**src/rtl/product_accumulator.sv**
```systemverilog
// Purpose : sums a programmed number of 16-bit multiplier products into a wide accumulator (MAC / dot-product stage).
// Latency : out_valid rises on the edge that accepts the last product; a zero-term run shows out_valid one cycle after start.
// Backpressure: in_ready is high only while accumulating; the result is held in DONE until out_ready is high.
// Optional build macro PRODUCT_ACCUMULATOR_SATURATE_EN: clamp to all ones on carry-out instead of wrapping.
module product_accumulator #(
   parameter int PROD_W  = 16,
   parameter int ACC_W   = 24,   // must be >= PROD_W
   parameter int COUNT_W = 8
) (
   input  logic               clk,
   input  logic               rst_n,
   input  logic               start,
   input  logic [COUNT_W-1:0] num_terms,
   input  logic               in_valid,
   output logic               in_ready,
   input  logic [PROD_W-1:0]  in_product,
   output logic               out_valid,
   input  logic               out_ready,
   output logic [ACC_W-1:0]   out_sum,
   output logic               overflow,
   output logic               busy
);

   typedef enum logic [1:0] {
      st_idle  = 2'd0,
      st_accum = 2'd1,
      st_done  = 2'd2
   } state_t;

   state_t             state;
   logic [ACC_W-1:0]   acc;
   logic [COUNT_W-1:0] remaining;
   logic [ACC_W:0]     sum_ext;
   logic               carry;
   logic [ACC_W-1:0]   acc_next;

   // One extra bit on the adder exposes the carry-out used for overflow detection.
   assign sum_ext = {1'b0, acc} + {{(ACC_W + 1 - PROD_W){1'b0}}, in_product};
   assign carry   = sum_ext[ACC_W];

   // Next accumulator value for an accepted beat: clamp or wrap on carry-out.
   always_comb begin
      acc_next = sum_ext[ACC_W-1:0];
`ifdef PRODUCT_ACCUMULATOR_SATURATE_EN
      // Once clamped the run stays pinned at all ones.
      if (carry || overflow) begin
         acc_next = {ACC_W{1'b1}};
      end
`endif
   end

   // The result comes straight from the accumulator register, never from in_product.
   assign out_sum = acc;

   // Control FSM with registered handshake outputs and the accumulator datapath.
   always_ff @(posedge clk or negedge rst_n) begin
      if (!rst_n) begin
         state     <= st_idle;
         acc       <= '0;
         remaining <= '0;
         in_ready  <= 1'b0;
         out_valid <= 1'b0;
         overflow  <= 1'b0;
         busy      <= 1'b0;
      end else begin
         case (state)
            st_idle: begin
               if (start) begin
                  acc       <= '0;
                  overflow  <= 1'b0;
                  remaining <= num_terms;
                  busy      <= 1'b1;
                  if (num_terms == '0) begin
                     // Nothing to sum: present a zero result right away.
                     state     <= st_done;
                     out_valid <= 1'b1;
                     in_ready  <= 1'b0;
                  end else begin
                     state     <= st_accum;
                     in_ready  <= 1'b1;
                     out_valid <= 1'b0;
                  end
               end
            end
            st_accum: begin
               // in_ready is high throughout this state, so in_valid alone marks a beat.
               if (in_valid) begin
                  acc       <= acc_next;
                  overflow  <= overflow | carry;
                  remaining <= remaining - 1'b1;
                  if (remaining == COUNT_W'(1)) begin
                     state     <= st_done;
                     in_ready  <= 1'b0;
                     out_valid <= 1'b1;
                  end
               end
            end
            st_done: begin
               // acc and overflow are left alone so the result survives into IDLE.
               if (out_ready) begin
                  state     <= st_idle;
                  out_valid <= 1'b0;
                  busy      <= 1'b0;
               end
            end
            default: begin
               state     <= st_idle;
               in_ready  <= 1'b0;
               out_valid <= 1'b0;
               busy      <= 1'b0;
            end
         endcase
      end
   end

endmodule

```
**config.mk**
```make
export PLATFORM = sky130hd
export DESIGN_NAME = product_accumulator
export DESIGN_NICKNAME = d
export VERILOG_FILES = /design/src/rtl/product_accumulator.sv
export SDC_FILE = /design/constraint.sdc
export NUM_CORES = 1
export LEC_CHECK = 0
export BUFFER_PORTS_ARGS = -buffer_cell sky130_fd_sc_hd__buf_2
export CAP_MARGIN = 20
export CORE_MARGIN = 4
export CORE_UTILIZATION = 55
export CTS_BUF_LIST = sky130_fd_sc_hd__clkbuf_8
export DETAILED_ROUTE_END_ITERATION = 8
export HOLD_SLACK_MARGIN = 0.15
export PLACE_DENSITY_LB_ADDON = 0.1
export SYNTH_ARGS = -nofsm -noshare
export SYNTH_HDL_FRONTEND = slang
export SYNTH_SLANG_ARGS = --single-unit
```
**constraint.sdc**
```tcl
create_clock -name clk -period 3.3 [get_ports clk]
set_input_delay 0.66 -clock clk [delete_from_list [all_inputs] [get_ports clk]]
set_output_delay 0.66 -clock clk [all_outputs]
set_load 0.005 [all_outputs]
```
Yosys cells after proc, flatten, opt, wreduce, memory -nomap -nowiden
Index checks and enable logic that the tools add are counted.
{ "totals": {"register_bits": 38, "input_bits": 29, "output_inout_bits": 28, "wordCells": 54} }
{ "op_classes": {"n_addsub": 2, "n_eq_ne": 7, "muxes": 28, "bitwise_logic": 3, "n_reduce_logical": 7} }
{ "op_table": {"columns": ["cell", "count"], "rows": [
  ["24-bit two-way mux", 2],
  ["24-bit one-hot mux with 2 select lines", 1],
  ["24-bit by 16-bit adder with 25-bit output", 1],
  ["8-bit two-way mux", 2],
  ["8-bit one-hot mux with 2 select lines", 1],
  ["1-bit two-way mux", 12],
  ["2-bit two-way mux", 5],
  ["1-bit one-hot mux with 3 select lines", 3],
  ["8-bit by 1-bit equality test with 1-bit output, second input constant", 1],
  ["8-bit zero test", 1],
  ["2-bit != test, second input constant", 4],
  ["4-bit AND reduction", 2],
  ["8-bit by 1-bit subtractor with 8-bit output, second input constant", 1],
  ["2-bit one-hot mux with 3 select lines", 1],
  ["3-bit AND reduction", 2],
  ["2-bit by 1-bit equality test with 1-bit output, second input constant", 1],
  ["2-bit equality test, second input constant", 1],
  ["2-bit zero test", 1],
  ["1-bit NOT", 2],
  ["1-bit one-hot mux with 2 select lines", 1],
  ["2-bit nonzero test", 1],
  ["1-bit OR", 1]
]} }

Logic depth before layout (Yosys ltp)
Gate-level depths: netlist (run 1).
{ "depth": {"depth_word": 4, "ltp_mapped": 8, "depth_no_buf": 8} }

Worst setup path after synthesis (run 1)
Ideal clock, no wire load.
{ "synth_path": {"path_type": "input-to-reg", "from": "input in_product[0]", "to": "register acc[14], in the netlist out_sum[14]", "setup_ps": 129, "t_arrival_ps": 2444, "required_time_ps": 3171, "setup_slack_ps": 727, "stages": 8, "n_path_buf": 0, "cell_sequence": "ha_1 -> fa_1 -> a21o_1 -> a221oi_2 -> nor4_1 -> o31ai_1 -> xor2_1 -> o21ai_1"} }
{ "synth_between": {"elab_chain_len": 3} }
{ "synth_lines": {"columns": ["element", "line_no", "rtl"], "rows": [
  ["from (decl)", "16", "input logic [PROD_W-1:0] in_product,"],
  ["24-bit by 16-bit adder with 25-bit output", "38", "assign sum_ext = {1'b0, acc} + {{(ACC_W + 1 - PROD_W){1'b0}}, in_product};"],
  ["24-bit two-way mux", "87", "if (in_valid) begin"],
  ["24-bit one-hot mux with 2 select lines", "66", "case (state)"],
  ["to (signal assigned)", "88", "acc <= acc_next;"],
  ["to (decl)", "31", "logic [ACC_W-1:0] acc;"]
]} }
No other way between the ends. The select of a mux whose other input is x is not followed.
A chain may end at the register's enable or synchronous reset.

Final worst setup path (run 1)
{ "layout_path": {"from": "input in_product[0]", "to": "register acc[16], in the netlist out_sum[16]"} }
Same word-level chain as after synthesis.

==> run summary, run 1 <==
Synthesis produced a netlist with a net count of 341. After clock tree synthesis, the clock-pin slew on the worst setup and hold paths is 0.08 ns. The total of flip-flops plus latches after synthesis is 37, and the async set-or-reset flop fraction in the synthesized netlist is 100.0%. During placement, the flow inserted port buffers numbering 56. Timing would allow up to 405.1 MHz. At the end of routability-driven placement, the weighted congestion stood at 0.8712. In this run the critical register-to-register path is launched from out_sum[0].

The path class of the tightest hold or removal check is in2async. The worst setup path is captured at a flip-flop. The top cell type's share of synthesized area was 36.36%; the sequential share of the synthesized area was 36.36%.

Measured on the finished design, the core utilization comes to 66.98%. In this run the tightest slew margin relative to its limit is 43.88%. In this run the power density over the cells is 794.4 nW/um2. In this run the worst setup path begins at in_product[0]. The run finished with clean final reports. Entering global routing, the biggest net connects 38 pins.

The number of enable-type register cells in the synthesized netlist is 0. At the end of the flow, the number of nets in the layout was 398. The run gives 0 as the number of antenna violations at the first check in global routing.

The library cells used most frequently in the layout, excluding fill and tap cells, are 56 x sky130_fd_sc_hd__buf_2, 40 x sky130_fd_sc_hd__nand2_1, 37 x sky130_fd_sc_hd__dfrtp_1, 28 x sky130_fd_sc_hd__nor2_1. For this configuration, the core starts out at a cell density of 57.68%. After the first detailed-routing iteration, the DRC count stood at 172. The number of CTS-inserted buffers is 5, and the share of final-layout standard cells stronger than drive strength 1 is 20.80%. TritonCTS built the clock tree.

The maximum vdd ir drop came out at 0.3679 mV. The tool flagged a number of max-cap violations equal to 0. The number of synthesis warnings was 0. The most common cell after layout, fill and taps aside is sky130_fd_sc_hd__buf_2. The width of the die came out at 76.04 um. The number of hold violations in the final report is 0. For the synthesized instance count, the log shows 293. Clock insertion delay at the later pin of the skew report: 0.29 ns.

Of all nets on the critical path, the largest fanout is 6. Dominant cell type by area after synthesis: sky130_fd_sc_hd__dfrtp_1. The number of setup buffers added after CTS is 0.

The arrival time of the worst setup path came out at 2.64 ns. The setup TNS was 0 ns. The clock root buffer master is sky130_fd_sc_hd__clkbuf_8. The minimum period implied by the final worst setup slack was 2.468 ns; the global routing usage summed across all routing layers was 21.32%. Setup repair after global routing left no endpoint under its margin. The wire length of the first global-routing pass was 10450 um. The slew at the pin closest to its max-slew limit came out at 0.8418 ns.

The floorplan die area is 5782 um2. The floorplan has 24 rows. The worst path uses 74.80% of the clock period. 0 antenna diodes ended up in the layout.

From bottom edge to top edge, the die measures 76.04 um. For the area of the core, the log shows 4414 um2. For this design the top-level I/O count stands at 57.

Clock tree synthesis found a total of 37 sinks. Dividing the detail-routed wire length by the instance count gives 15.27 um. After detailed routing, the number of remaining DRC violations is 0. The mean area per synthesized cell came out at 8.690 um2.

For this run, the detailed router's first-pass iteration total came to 4. The total wire length was 6152 um; the estimated wirelength of the detail-placed design was 4504 um. The setup path with the least slack is of type in2reg.

The H-tree generated during clock tree synthesis spans 2 levels. The area growth from synthesis to layout is 16.12%. After clock tree synthesis, the flow added hold-fix buffers numbering 0. In the synthesized netlist the dominant register cell turns out to be sky130_fd_sc_hd__dfrtp_1. The count of cell types in the netlist came out at 53. After synthesis, the cell types taking the most area are sky130_fd_sc_hd__dfrtp_1 36%, sky130_fd_sc_hd__ha_1 8.8%, sky130_fd_sc_hd__nand2_1 5.9%, sky130_fd_sc_hd__a21oi_1 4.5%, sky130_fd_sc_hd__o21ai_0 4.5%.

Between clock sinks in the finished design, the worst skew comes to 0.006519 ns. The final route contains 2445 vias. Average vias per placed instance: 6.067. Data on the critical path is required at its endpoint by 3.47 ns. The count of nets left with antenna violations once routing finished came out at 0. Maximum buffer depth of the clock tree: 2. The tools report the final number of setup-violating endpoints as 0. For the minimum hold slack, the log shows 0.4732 ns. STA classifies the critical path startpoint as an input pin. The analysis attributes to cell leakage a power of 1.426 nW. The number of global-route vias before repair was 2249. The number of gates resized after CTS was 0. The mapped netlist covers 2546 um2. Max-slew violation total from the final report: 0. The total overflow left after global routing is 0.
[Yosys cell counts, types with 3 or more instances]
cell type	number
sky130_fd_sc_hd__nand2_1	40
sky130_fd_sc_hd__dfrtp_1	37
sky130_fd_sc_hd__nor2_1	28
sky130_fd_sc_hd__a21oi_1	23
sky130_fd_sc_hd__o21ai_0	23
sky130_fd_sc_hd__ha_1	18
sky130_fd_sc_hd__nand3_1	14
sky130_fd_sc_hd__xnor2_1	9
sky130_fd_sc_hd__xor2_1	8
sky130_fd_sc_hd__clkbuf_1	7
sky130_fd_sc_hd__inv_1	7
sky130_fd_sc_hd__a31oi_1	6
sky130_fd_sc_hd__o22ai_1	6
sky130_fd_sc_hd__a21o_1	5
sky130_fd_sc_hd__nand4_1	4
sky130_fd_sc_hd__o31ai_1	4
sky130_fd_sc_hd__a211oi_1	3
sky130_fd_sc_hd__and4_1	3
sky130_fd_sc_hd__nor4_1	3
sky130_fd_sc_hd__o211ai_1	3
[critical path, stage by stage]
cell	delay, ns
sky130_fd_sc_hd__buf_2	0.10
sky130_fd_sc_hd__ha_1	0.24
sky130_fd_sc_hd__fa_1	0.42
sky130_fd_sc_hd__a21o_1	0.20
sky130_fd_sc_hd__a221oi_2	0.22
sky130_fd_sc_hd__buf_4	0.18
sky130_fd_sc_hd__o32a_1	0.26
sky130_fd_sc_hd__a31oi_1	0.13
sky130_fd_sc_hd__xnor2_1	0.18
sky130_fd_sc_hd__nor2_1	0.05
[per-layer routing]
layer | routed length, um | vias up | share of wire (%) | GRT usage, %
met1 | 2990 | 1151 | 49 | 31.61
met3 | 354 | 11 | 5.8 | 3.428
met4 | 101 | 0 | 1.6 | 7.651
li1 | - | 1193 | - | -
met2 | 2705 | 90 | 44 | 31.25
met5 | 0 | - | 0 | 0
[state kept, by name, indices dropped and copies added (netlist names)]
name and cells:
busy 1, in_ready 1, overflow 1, out_sum 24, state 1, out_valid 1
remaining 8
[cell families (layout without fill, tap and decap cells)]
logic type | Yosys count | in the layout | synth area share [%]
AO/OA/AOI/OAI | 94 | 94 | 24.32
XOR/XNOR | 17 | 17 | 5.848
adder cells (fa/ha/maj) | 19 | 19 | 9.632
buffers and inverters | 17 | 75 | 2.900
flip-flops | 37 | 37 | 36.36
multiplexers | 1 | 1 | 0.3931
AND/OR/NAND/NOR | 108 | 108 | 20.54
[path summary, 6_finish.rpt]
| kind | end | slack [ns] | depth (start not counted) |
|---|---|---|---|
| worst max-delay path | out_sum[16] | 0.83 | 10 |
| worst min-delay path | out_sum[21] | 0.47 | 1 |
| worst max register to register | out_sum[16] | 0.90 | 9 |
| worst min register to register | overflow | 0.49 | 2 |
| max in group asynchronous | remaining[1] | 2.31 | 1 |
| min in group clk | overflow | 0.49 | 2 |
[report_power, final]
part           internal, W  leakage, nW  total [W]  switching (W)
Sequential        0.000610        0.474   0.000772       0.000162
Combinational     0.000528        0.903    0.00127       0.000739
Clock             0.000143       0.0491   0.000310       0.000166
Total              0.00128         1.43    0.00235        0.00107
[layout make-up]
cell class	count	area, um2
Sequential cell	37	925.9
Clock buffer	5	68.82
Tap cell	52	65.06
Inverter	7	26.28
Multi-Input combinational cell	239	1546
Fill cell	393	1458
Clock inverter	3	13.76
Timing Repair Buffer	60	310.3
[metrics by stage]
stage / area [um2] / total power, W / std cells / setup WS [ns]
after floorplan: 2546 / 0.001678 / 293 / 0.7273
after global placement: 2874 / 0.002014 / 395 / 0.5948
after detailed placement: 2874 / 0.002033 / 395 / 0.5643
after CTS: 2957 / 0.002353 / 403 / 0.8550
after global routing: 2957 / 0.002571 / 403 / 0.7534
final: 2957 / 0.002349 / 403 / 0.8317
(Power assumes the default switching activity.)
==> inputs of run 2 (changes only) <==
- clock period: 3.3 -> 2.5 ns (I/O delays scaled with it)
==> run 2 against run 1 <==
  * Cell area is 4.0% higher
  * Final cell count is 2.2% higher
  * Flip-flop and latch count stayed put
  * First-iteration DRC count is 17% lower
  * Non-clock buffer count is 9 higher
  * Sequential share of layout area is 1.2 points lower
  * Worst setup slack worse by 0.66 ns
  * Largest cell class unchanged
==> run summary, run 2 (same netlist as run 1, synthesis figures left out) <==
The run finished with clean final reports. Number of maximum-capacitance constraint violations: 0. The post-detailed-placement cell area is 2942 um2, and the number of hold violations in the final report is 0.

Subtracting the final worst setup slack from the clock period gives 2.325 ns. The post-placement cell count was 404. The worst setup path is captured at a flip-flop.

The tools report the number of global-route vias before repair as 2318. Using the TritonRoute via totals, the vias-per-cell ratio works out to 5.920. The register with the most flip-flops in the layout has 24 of them. For the arrival time of the worst setup path, the log shows 2.51 ns.

After detailed routing, the total wire length is 6287 um. Worst max-slew margin expressed relative to the limit: 43.52%. The library cell used most frequently in the layout, excluding fill and tap cells, is sky130_fd_sc_hd__buf_2. The clock insertion delay at the later pin of the skew report was 0.30 ns.

Of the available clock period, the critical path in the final layout requires 93.01%. Once the clock tree was built, the resizer swapped 0 gates to a different size. At the end of the flow, the number of nets in the layout was 407. The delay of the slowest cell on the worst path is 0.40 ns.

In this run the horizontal extent of the chip is 76.04 um. Clock-pin slew was measured on the worst setup and hold paths at 0.08 ns. In the final layout, the share of cells above drive strength 1 is 23.06%. The overall via count from detail_route is 2439, and the estimated wirelength of the detail-placed design is 4661 um. Setup violations remaining at the end of the flow were counted as 0.

The floorplan die area was 5782 um2; the largest net degree at the start of global routing was 38. The number of cells on the worst reg-to-reg path came out at 9. The floorplan has 24 rows. The total inserted antenna cells came out at 0.

The floorplan die height was 76.04 um. Buffers placed on the I/O ports in this run total 56. The slew at the pin closest to its max-slew limit was 0.8473 ns; the number of violations reported at the end of detailed-routing iteration 0 was 142. The library cells used most frequently in the layout, excluding fill and tap cells, are 56 x sky130_fd_sc_hd__buf_2, 40 x sky130_fd_sc_hd__nand2_1, 37 x sky130_fd_sc_hd__dfrtp_1, 28 x sky130_fd_sc_hd__nor2_1. In the final routed layout, each cell accounts on average for 15.26 um. Once the floorplan was initialized, standard cells occupied 57.68% of the core. Based on the critical path, the design can be clocked at up to 430.0 MHz. The run gives 0.003387 W as the total power. TritonCTS created 5 clock buffers. The slowest stage of the critical path is the sky130_fd_sc_hd__dfrtp_1 cell. Across the routed clock network, the largest skew measured is 0.005076 ns. Post-CTS timing repair inserted 0 buffers for setup. In this run the remaining antenna-violating nets after routing total 0. The number of antenna violations at the first check in global routing was 0; the max-slew violation total from the final report was 0. For the count of pins on the block boundary, the log shows 57.

STA classifies the critical path startpoint as a flip-flop. The area of the core was 4414 um2. Of all nets on the critical path, the largest fanout is 4. After routing the design area is 3075 um2. The area added between synthesis and finish was 20.79%. Kind of critical path: reg2reg.

Walking the worst path, the cells encountered are ha_1 > fa_1 > a21o_1 > a221oi_2 > buf_4 > nor4_1 > o31ai_1 > xor2_1 > o21ai_1. Setup repair after global routing left no endpoint under its margin. The path class of the lowest-slack min-delay path is in2async.

Number of H-tree levels: 2. The run gives 412 as the final instance count without filler cells. The root buffer cell chosen for the clock tree is sky130_fd_sc_hd__clkbuf_8. The analysis attributes to cell leakage a power of 1.488 nW.

The run gives 0.4830 mV as the maximum vdd ir drop. For the required time of the critical path, the log shows 2.68 ns. At the end of routability-driven placement, the weighted congestion stood at 0.8743. The clock drives 37 sinks.

The tools report the global routing usage summed across all routing layers as 21.94%. TritonCTS built the clock tree. In this run, post-CTS hold repair placed 0 buffers. The run gives 0 as the overflow left after global routing. In the routed design, unresolved DRC markers number 0. The longest clock path from root to sink contains 2 buffers. The pre-antenna-repair detailed-routing pass consisted of 4 iterations. For this design the ratio of total power to cell area is 1101 nW/um2. The first global-routing pass estimated 10730 um of wire.

The run gives 69.67% as the share of the core filled with cells.
-- run 2: worst paths after layout --
check	startpoint	to	slack, ns
worst max-delay path	out_sum[0]	out_sum[14]	0.17
worst min-delay path	rst_n	out_sum[13]	0.31
worst max register to register	out_sum[0]	out_sum[14]	0.17
worst min register to register	overflow	overflow	0.51
max in group asynchronous	rst_n	remaining[1]	1.67
min in group clk	num_terms[0]	remaining[0]	0.47
-- run 2: worst max-delay path: cells and delay by family (launching register included) --
kind / cells / cell delay, ns
buffers and inverters: 1 / 0.17
AOI/OAI and AO/OA: 4 / 0.78
DFF: 1 / 0.40
and+or+nand+nor: 1 / 0.06
adders and majority gates: 2 / 0.62
xor gates and xnor gates: 1 / 0.18
-- run 2: per-stage QoR --
stage	worst slack [ns]	hold slack, ns	setup TNS, ns
2_1_floorplan	0.08730	0.2044	0
3_3_place_gp	-0.0005087	0.4806	-0.0005087
3_5_place_dp	-0.04075	0.4883	-0.1932
4_1_cts	0.1704	0.3356	0
5_1_grt	0.04916	0.3668	0
6_report	0.1746	0.3071	0
-- run 2: final cells by class --
cell class / count / area, um2
clock buffers: 5 / 68.82
clock inverters: 3 / 65.06
fillers: 373 / 1339
inverters: 7 / 26.28
multi-input cells: 239 / 1546
flip-flops and latches: 37 / 925.9
well taps: 52 / 65.06
repair buffers: 69 / 377.9
-- run 2: layer usage --
layer	GRT usage (%)	part of all wire [%]	wire, um	up-vias
met5	0	0	0	-
li1	-	-	-	1213
met2	32.36	44	2744	78
met3	4.846	6.1	384	7
met4	7.117	1.2	73	0
met1	31.82	49	3086	1141
-- run 2: power breakdown --
part / switching, W / internal, W / total (W)
logic: 0.000986 / 0.000752 / 0.00174
clock network: 0.000230 / 0.000397 / 0.000627
registers: 0.000218 / 0.000804 / 0.00102
total: 0.00143 / 0.00195 / 0.00339
==> inputs of run 3 (changes only) <==
==> constraint.sdc (replaced) <==
create_clock -name clk -period 2.5 [get_ports clk]
set_input_delay 0.625 -clock clk [delete_from_list [all_inputs] [get_ports clk]]
set_output_delay 0.625 -clock clk [all_outputs]
set_load 0.005 [all_outputs]
==> run 3 against run 2 <==
  * Critical path depth unchanged
  * Register-to-register slack worse by 0.03 ns
  * Combinational power increased by 9%
  * Clock power down 9.7%
  * Via count grew 5.7%
  * First-iteration DRC count grew 80%
==> run summary, run 3 (same netlist as run 1, synthesis figures left out) <==
For the worst setup path, the data arrival time is 2.57 ns. Across the routed clock network, the largest skew measured is 0.006884 ns. Summed over all cells, the static leakage comes to 1.527 nW.

For this design the ratio of total power to cell area is 1096 nW/um2. Max-cap violations in this run came to 0. The weighted congestion reported at the end of routability-driven placement is 0.9076. Critical path's slowest cell: sky130_fd_sc_hd__fa_1.

The number of hold violations in the final report is 0. The run gives 2579 as the overall via count from detail_route. The detail route stage leaves a number of antenna-violating nets equal to 0.

The share of final-layout standard cells stronger than drive strength 1 was 25.68%. The tools report the number of fill cells as 390. The maximum operating frequency was 420.7 MHz.

The layout net count is 417, and the area taken by flip-flops and latches is 925.9 um2. Counting the buffers created by CTS gives 5. The total overflow left after global routing is 0.

The count of buffers inserted at the top-level ports was 56; the number of global-route vias before repair was 2516. Buffers added to address setup during post-CTS repair amount to 0. The share of the cycle needed by the critical path after routing was 95.08%; the post-placement cell count was 414.

The finished layout holds 422 standard cells, fillers aside. 0 antenna diodes ended up in the layout. For the share of the core filled with cells, the log shows 71.43%.

Entering global routing, the biggest net connects 38 pins. The floorplan die height came out at 76.04 um. In this run the horizontal extent of the chip is 76.04 um.

STA puts the critical path data required time at 2.69 ns. The run gives 5 as the number of detailed-route iterations in the first pass. For the max-slew violation total from the final report, the log shows 0. The run finished with clean final reports. The area growth from synthesis to layout is 23.83%. Critical path endpoint category: a flip-flop. The maximum vdd ir drop was 0.5659 mV; the switching portion of total power was 43.57%. The slew at the pin closest to its max-slew limit was 0.8554 ns. The library cell used most frequently in the layout, excluding fill and tap cells, is sky130_fd_sc_hd__buf_2.

The run gives 37 as the number of sinks on the clock net. The power share of the combinational group is 54.8%, and the clock insertion delay at the later pin of the skew report is 0.30 ns. Summing all multi-input logic gate instances after layout gives 1563 um2. Net switching power: 0.001506 W. The number of buffers and inverters on the critical path came out at 1. The internal portion of the total power is 0.001951 W. In this design, the stage delay of the slowest critical-path cell is 0.40 ns.

The number of violations reported at the end of detailed-routing iteration 0 is 256. Dividing the detail-routed via count by the number of cells gives 6.111. The logs give 57 for the count of pins on the block boundary and 2 for the number of H-tree levels. The first global-routing pass estimated 11790 um of wire.

Per report_power, the clock group accounts for 16.4% of the total. The tools report the worst max-slew margin expressed relative to the limit as 42.97%. For this block, the routed nets add up to 6905 um of wire. The setup path with the least slack is of type in2reg.

Clock transition at the registers of the reported paths: 0.08 ns. Counting along the longest clock path gives a buffer depth of 2. Along the worst path, the maximum fanout reaches 5.

After floorplanning, the core was divided into 24 placement rows. The minimum period implied by the final worst setup slack is 2.377 ns. The clock root buffer master is sky130_fd_sc_hd__clkbuf_8. Setup repair after global routing left no endpoint under its margin.

Final hold analysis gives a worst-case slack of 0.4276 ns. The mean routed wirelength per cell was 16.36 um. For the initial standard-cell utilization of the core, the log shows 57.68%. The register with the most flip-flops in the layout has 24 of them. The kind of cell adding the most delay to the critical path was compound AO/OA/AOI/OAI gates.

Sequential cells account for 28.8% of the total power. For the final number of setup-violating endpoints, the log shows 0. The global routing usage summed across all routing layers was 24.53%; the area of the core was 4414 um2. The worst hold path belongs to the class in2async. In the layout the commonest cells are 56 x sky130_fd_sc_hd__buf_2, 40 x sky130_fd_sc_hd__nand2_1, 37 x sky130_fd_sc_hd__dfrtp_1, 28 x sky130_fd_sc_hd__nor2_1. The run gives 0 as the number of antenna violations at the first check in global routing. The type of origin of the critical path is an input pin. The floorplan step defined a die boundary enclosing 5782 um2. Summed over all nets, the half-perimeter wirelength after detailed placement is 4936 um. Traced cell by cell, the critical path runs through buf_2 > ha_1 > fa_1 > a21o_1 > a221oi_4 > o32a_1 > a31oi_1 > xnor2_1 > nor2_1.

TritonCTS built the clock tree. Detailed-route DRC error count: 0.
run 3: cell count changes in the layout (fill, tap and decap cells not counted):
cell | before | now
sky130_fd_sc_hd__a221oi_4 | 0 | 1
sky130_fd_sc_hd__clkinv_2 | 1 | 0
sky130_fd_sc_hd__a221oi_2 | 1 | 0
sky130_fd_sc_hd__clkbuf_8 | 5 | 6
sky130_fd_sc_hd__clkinvlp_4 | 0 | 1
sky130_fd_sc_hd__bufinv_16 | 2 | 1
sky130_fd_sc_hd__a221o_2 | 0 | 1
sky130_fd_sc_hd__buf_4 | 13 | 23
sky130_fd_sc_hd__a21oi_2 | 1 | 2
sky130_fd_sc_hd__a21oi_1 | 23 | 22
sky130_fd_sc_hd__a221o_1 | 1 | 0
run 3: power groups by stage:
stage,registers [W],logic [W],clock network [W]
2_1_floorplan,0.000979,0.00125,0
3_3_place_gp,0.000993,0.00181,0
3_5_place_dp,0.00100,0.00186,0
4_1_cts,0.000993,0.00188,0.000570
5_1_grt,0.00103,0.00213,0.000603
6_report,0.000997,0.00189,0.000566
run 3: per-stage QoR:
step           power [W]  setup TNS, ns  setup WS [ns]  area, um2
2_1_floorplan   0.002230              0        0.02588       2557
3_3_place_gp    0.002806        -0.8576        -0.1139       3032
3_5_place_dp    0.002862         -1.390        -0.1670       3032
4_1_cts         0.003442              0         0.1425       3152
5_1_grt         0.003760              0        0.01590       3153
6_report        0.003456              0         0.1231       3153
run 3: worst reg2reg max path: stages (launching register included):
cell	delay, ns
sky130_fd_sc_hd__dfrtp_1	0.41
sky130_fd_sc_hd__ha_1	0.22
sky130_fd_sc_hd__fa_1	0.40
sky130_fd_sc_hd__a21o_1	0.21
sky130_fd_sc_hd__a221oi_4	0.32
sky130_fd_sc_hd__o32a_1	0.34
sky130_fd_sc_hd__a31oi_1	0.13
sky130_fd_sc_hd__xnor2_1	0.16
sky130_fd_sc_hd__nor2_1	0.05
run 3: final timing paths:
path / slack (ns) / end / startpoint / cells after the start
setup / recovery: 0.12 / out_sum[22] / in_product[0] / 9
hold / removal: 0.43 / out_sum[11] / rst_n / 1
setup reg to reg: 0.14 / out_sum[22] / out_sum[0] / 8
hold reg to reg: 0.49 / overflow / overflow / 2
max in group asynchronous: 1.53 / out_sum[2] / rst_n / 1
min in group clk: 0.49 / overflow / overflow / 2
run 3: layout make-up:
type | instances | area share [%]
Tap cell | 52 | 2.063
Clock inverter | 2 | 1.190
Inverter | 7 | 0.8333
Timing Repair Buffer | 79 | 14.37
Sequential cell | 37 | 29.37
Multi-Input combinational cell | 239 | 49.56
Clock buffer | 6 | 2.619
run 3: timing repair:
| action | 4_1_cts | 5_1_grt |
|---|---|---|
| hold buffers | 0 | 0 |
| setup endpoints to repair | 0 | 2 |
| resized for setup | 0 | 1 |
run 3: layer usage:
layer / vias up / GRT usage, % / wire length [um]
met5: - / 0 / 0
li1: 1227 / - / -
met3: 20 / 5.674 / 502
met4: 0 / 7.829 / 136
met1: 1199 / 34.14 / 3083
met2: 133 / 37.67 / 3183
